### src/rtl/prog_loader.sv
// Byte-serial program loader for the MIPS32 core: packs a big-endian byte
// stream into words, writes them into instruction memory and releases the core.
module prog_loader #(
  parameter int ADDR_W = 10
) (
  input  logic              clk1,
  input  logic              rst,
  input  logic              load_req,
  input  logic              s_valid,
  input  logic [7:0]        s_data,
  input  logic              s_last,
  output logic              s_ready,
  output logic              imem_we,
  output logic [ADDR_W-1:0] imem_addr,
  output logic [31:0]       imem_wdata,
  output logic              cpu_hold,
  output logic              cpu_start,
  output logic [ADDR_W:0]   word_count,
  output logic              busy,
  output logic              err
);

  localparam logic [2:0] ST_IDLE  = 3'd0;
  localparam logic [2:0] ST_RECV  = 3'd1;
  localparam logic [2:0] ST_WRITE = 3'd2;
  localparam logic [2:0] ST_DONE  = 3'd3;
  localparam logic [2:0] ST_ERR   = 3'd4;

  localparam logic [ADDR_W:0] CAPACITY = {1'b1, {ADDR_W{1'b0}}};
  localparam logic [ADDR_W:0] ONE      = {{ADDR_W{1'b0}}, 1'b1};

  logic [2:0]  state;
  logic [1:0]  byte_idx;
  logic [23:0] partial;
  logic        last_word;
  logic        accept;

  // s_ready is only ever high in RECV, so an accepted byte implies RECV
  assign accept = s_valid && s_ready;

  always_ff @(posedge clk1) begin
    if (rst) begin
      state      <= ST_IDLE;
      byte_idx   <= 2'd0;
      partial    <= 24'd0;
      last_word  <= 1'b0;
      s_ready    <= 1'b0;
      imem_we    <= 1'b0;
      imem_addr  <= '0;
      imem_wdata <= 32'd0;
      cpu_hold   <= 1'b1;
      cpu_start  <= 1'b0;
      word_count <= '0;
      busy       <= 1'b0;
      err        <= 1'b0;
    end else begin
      case (state)
        ST_IDLE, ST_ERR: begin
          if (load_req) begin
            state      <= ST_RECV;
            s_ready    <= 1'b1;
            busy       <= 1'b1;
            cpu_hold   <= 1'b1;
            err        <= 1'b0;
            word_count <= '0;
            byte_idx   <= 2'd0;
          end
        end

        ST_RECV: begin
          if (accept) begin
            byte_idx <= byte_idx + 2'd1;
            // overflow or a program ending mid-word both abort without writing
            if ((word_count == CAPACITY) || (s_last && (byte_idx != 2'd3))) begin
              state   <= ST_ERR;
              s_ready <= 1'b0;
              busy    <= 1'b0;
              err     <= 1'b1;
            end else if (byte_idx == 2'd3) begin
              state      <= ST_WRITE;
              s_ready    <= 1'b0;
              imem_we    <= 1'b1;
              imem_addr  <= word_count[ADDR_W-1:0];
              imem_wdata <= {partial, s_data};
              last_word  <= s_last;
            end else begin
              partial <= {partial[15:0], s_data};
            end
          end
        end

        ST_WRITE: begin
          imem_we    <= 1'b0;
          word_count <= word_count + ONE;
          if (last_word) begin
            state     <= ST_DONE;
            cpu_start <= 1'b1;
          end else begin
            state   <= ST_RECV;
            s_ready <= 1'b1;
          end
        end

        ST_DONE: begin
          state     <= ST_IDLE;
          cpu_start <= 1'b0;
          cpu_hold  <= 1'b0;
          busy      <= 1'b0;
        end

        default: begin
          state     <= ST_IDLE;
          s_ready   <= 1'b0;
          imem_we   <= 1'b0;
          cpu_start <= 1'b0;
          busy      <= 1'b0;
        end
      endcase
    end
  end

endmodule

### config.mk
export PLATFORM = sky130hd
export DESIGN_NAME = prog_loader
export DESIGN_NICKNAME = d
export VERILOG_FILES = /design/src/rtl/prog_loader.sv
export SDC_FILE = /design/constraint.sdc
export NUM_CORES = 1
export LEC_CHECK = 0
export CORE_MARGIN = 2
export CORE_UTILIZATION = 40
export DETAILED_ROUTE_END_ITERATION = 16
export PLACE_DENSITY_LB_ADDON = 0.08
export SLEW_MARGIN = 20
export SYNTH_ARGS = -nofsm -noshare
export SYNTH_HDL_FRONTEND = slang
export SYNTH_SLANG_ARGS = --single-unit
### constraint.sdc
create_clock -name clk1 -period 4.2 [get_ports clk1]
set_clock_uncertainty 0.2 [all_clocks]
set_input_delay 0.42 -clock clk1 [delete_from_list [all_inputs] [get_ports clk1]]
set_output_delay 0.42 -clock clk1 [all_outputs]
set_load 0.01 [all_outputs]
==> flow_summary.yaml <==
global_route:
  grt_max_degree: 44
  grt_use_total_pct: 17.0
  antenna_found_initial: 0
  first_global_vias: 2712
  overflow: 0
  grt_pass1_wl_mm: 13.4
clocking:
  clock_sinks: 89
  cts_tree: "yes"
  cts_buffers: 9
  cts_setup_buffers: 0
  cts_resized: 0
  hold_buffers: 0
  cts_buffer_depth: 2
  clockRootBuffer: "clkbuf_8"
  cts_max_level: 3
  path_clk_slew_ns: 0.09
  clkLatencyLatePin_ns: 0.34
sta:
  worst_slew_pin_slew_ns: 0.870
  period_share_pct: 64.6
  finalSetupTns_ns: 0
  final_hold_viol_count: 0
  fin_crit_ns: 2.71
  setup_viol: 0
  maxSlewViolCount: 0
  max_freq_mhz: 369
  max_slew_margin_pct: 41.8
  rsz0062_at_grt: "false"
place:
  gp_congestion: 0.800
  port_buffers: 71
  dp_hpwl_mm: 5.37
  place_area_sq_um: 4200
hold_path:
  hold_end: "imem_wdata[8]"
  hp-class: "reg -> reg"
  hold_path_depth: 2
  min-delay-start: "imem_wdata[8]"
critical_path:
  path_class: "reg -> reg"
  cpMaxStageDelayCell: "nand3_2"
  slowest_delay_ns: 0.60
  crit_path_end_kind: "register"
  ff2ff_setup_slack_ns: 1.49
  cp.required_ns: 4.20
  critical_path.max_fanout: 24
  r2r_cells: 7
  worstReg2RegStart: "word_count[0]"
  rr_endpoint: "partial[21]"
  arrival_ns: 2.72
  cp-start-kind: "register"
  path_cells: "inv_1 > ha_1 > nor4b_1 > a31oi_2 > nand3_2 > mux2i_1 > nor2_1"
cells_and_area:
  final_nets: 483
  antennaDiodeCount: 0
  final_cell_mix: "102 x nand2_1, 89 x dfxtp_1, 70 x clkdlybuf4s50_1"
  stdcell_area_sq_um: 4400
  layout_commonest_cell: "nand2_1"
  area_delta_synth_final_pct: 26.1
  layout-drive-gt1-share_pct: 5.73
die:
  fp.dieArea_sq_um: 9480
  io_pins: 72
  die_y_um: 97.4
  fp-row-count: 34
  start_util_pct: 40.6
  dieWidth_um: 97.4
  core_area_sq_um: 8590
synth:
  synth_warnings: 0
  synth_area_sq_um: 3490
  syn_area_per_cell_sq_um: 8.57
  synth-async-reset-ratio_pct: 0
  yosysUniqueCellTypes: 37
  synth_area_leader_cell: "dfxtp_1"
  synth_cells: 407
  netlist.area_leader.share_pct: 51.1
  yosys_most_used_dff: "dfxtp_1"
  synth_nets: 423
  synth-seq-cells: 89
  ys_seq_area_share_pct: 51.1
  synth_edf_count: 0
  yosys-top-cells-area: "dfxtp_1 51%, nand2_1 11%, a21oi_1 8.2%"
drt:
  detail_route.wl_per_cell_um: 13.9
  initialDrtViolationCount: 75
  drtAntennaViolNets: 0
  vias: 2955
  vias_per_cell: 5.10
  wirelength_mm: 8.04
  first_pass_iters: 4
  drc_errors: 0
run_status:
  outcome: "completed"
power_and_ir_drop:
  finalPower_mw: 1.55
  ir_worst_vdd_v: 0.000149
  power.density_nw_per_um2: 353
  p_leak_nw: 1.63
job:
  max_cap_viol_count: 0
[worst max-delay path: cells and delay by family, from the launching register on]
| family | cells | cell delay (ns) |
|---|---|---|
| AOI/OAI and AO/OA | 1 | 0.27 |
| adders and majority gates | 1 | 0.15 |
| buffers and inverters | 1 | 0.09 |
| DFF | 1 | 0.37 |
| muxes | 1 | 0.26 |
| and+or+nand+nor | 3 | 1.21 |
[kinds of logic after synthesis]
group | synth area share [%]
XOR/XNOR | 0.251
buffers and inverters | 5.06
AO/OA/AOI/OAI | 13.5
adder cells (fa/ha/maj) | 1.08
AND/OR/NAND/NOR | 20.9
flip-flops | 51.1
multiplexers | 8.14
[state kept, by name (all words and copies together) (netlist names)]
name,count
busy,1
byte_idx,2
cpu_hold,1
cpu_start,1
err,1
imem_addr,10
imem_wdata,32
imem_we,1
last_word,1
partial,24
s_ready,1
state,3
word_count,11
[layout make-up]
cell class	count	area [sq um]
clock buffers	10	138
fillers	852	4190
well taps	108	135
repair buffers	74	728
flip-flops and latches	89	1780
inverters	6	22.5
multi-input cells	287	1530
clock inverters	5	63.8
[how the worst max path moves through the flow]
| stage | to | slack (ns) | start |
|---|---|---|---|
| floorplan | partial[16] | 2.16 | word_count[0] |
| global placement | partial[22] | 1.58 | word_count[0] |
| detailed placement | imem_wdata[27] | 1.53 | word_count[0] |
| CTS | partial[20] | 1.48 | word_count[0] |
| global route | partial[20] | 1.26 | word_count[0] |
| finish | partial[21] | 1.49 | word_count[0] |
[report_power, final]
| group | internal (mW) | switching (mW) | leakage, nW | total [mW] |
|---|---|---|---|---|
| Combinational | 0.0384 | 0.0538 | 0.817 | 0.0923 |
| Sequential | 0.851 | 0.00902 | 0.718 | 0.860 |
| Clock | 0.293 | 0.306 | 0.0989 | 0.598 |
[metrics by stage]
step                      util, %  setup WS (ns)  instances  hold WS [ns]
after CTS                    51.2           1.48        579         0.262
after global placement       48.8           1.58        564         0.242
after floorplan                 -           2.16        407         0.232
after detailed placement     48.8           1.53        564         0.248
after global routing         51.2           1.26        579         0.284
final                        51.2           1.49        579         0.257
[synth_stat cells, types with 2 or more instances]
cell type	n
nand2_1	102
dfxtp_1	89
a21oi_1	57
nor2_1	42
mux2i_1	25
clkbuf_1	12
o21ai_0	8
buf_6	7
buf_2	6
inv_1	6
a311oi_1	5
nand3_1	5
nand4_1	4
and2_1	3
ha_1	3
mux2_2	3
nor3_1	3
a211oi_1	2
a31oi_1	2
and3_1	2
nand2b_1	2
nand3_2	2
nor2b_1	2
nor4b_1	2
[metal layers]
metal | vias up | global-route usage [%] | part of all wire, %
li1 | 1492 | - | -
met1 | 1398 | 24.7 | 52
met2 | 63 | 25.1 | 44
met3 | 2 | 3.45 | 3.9
met4 | 0 | 6.09 | 0.45
met5 | - | 0 | 0
Power figures use the tool's default switching activity.
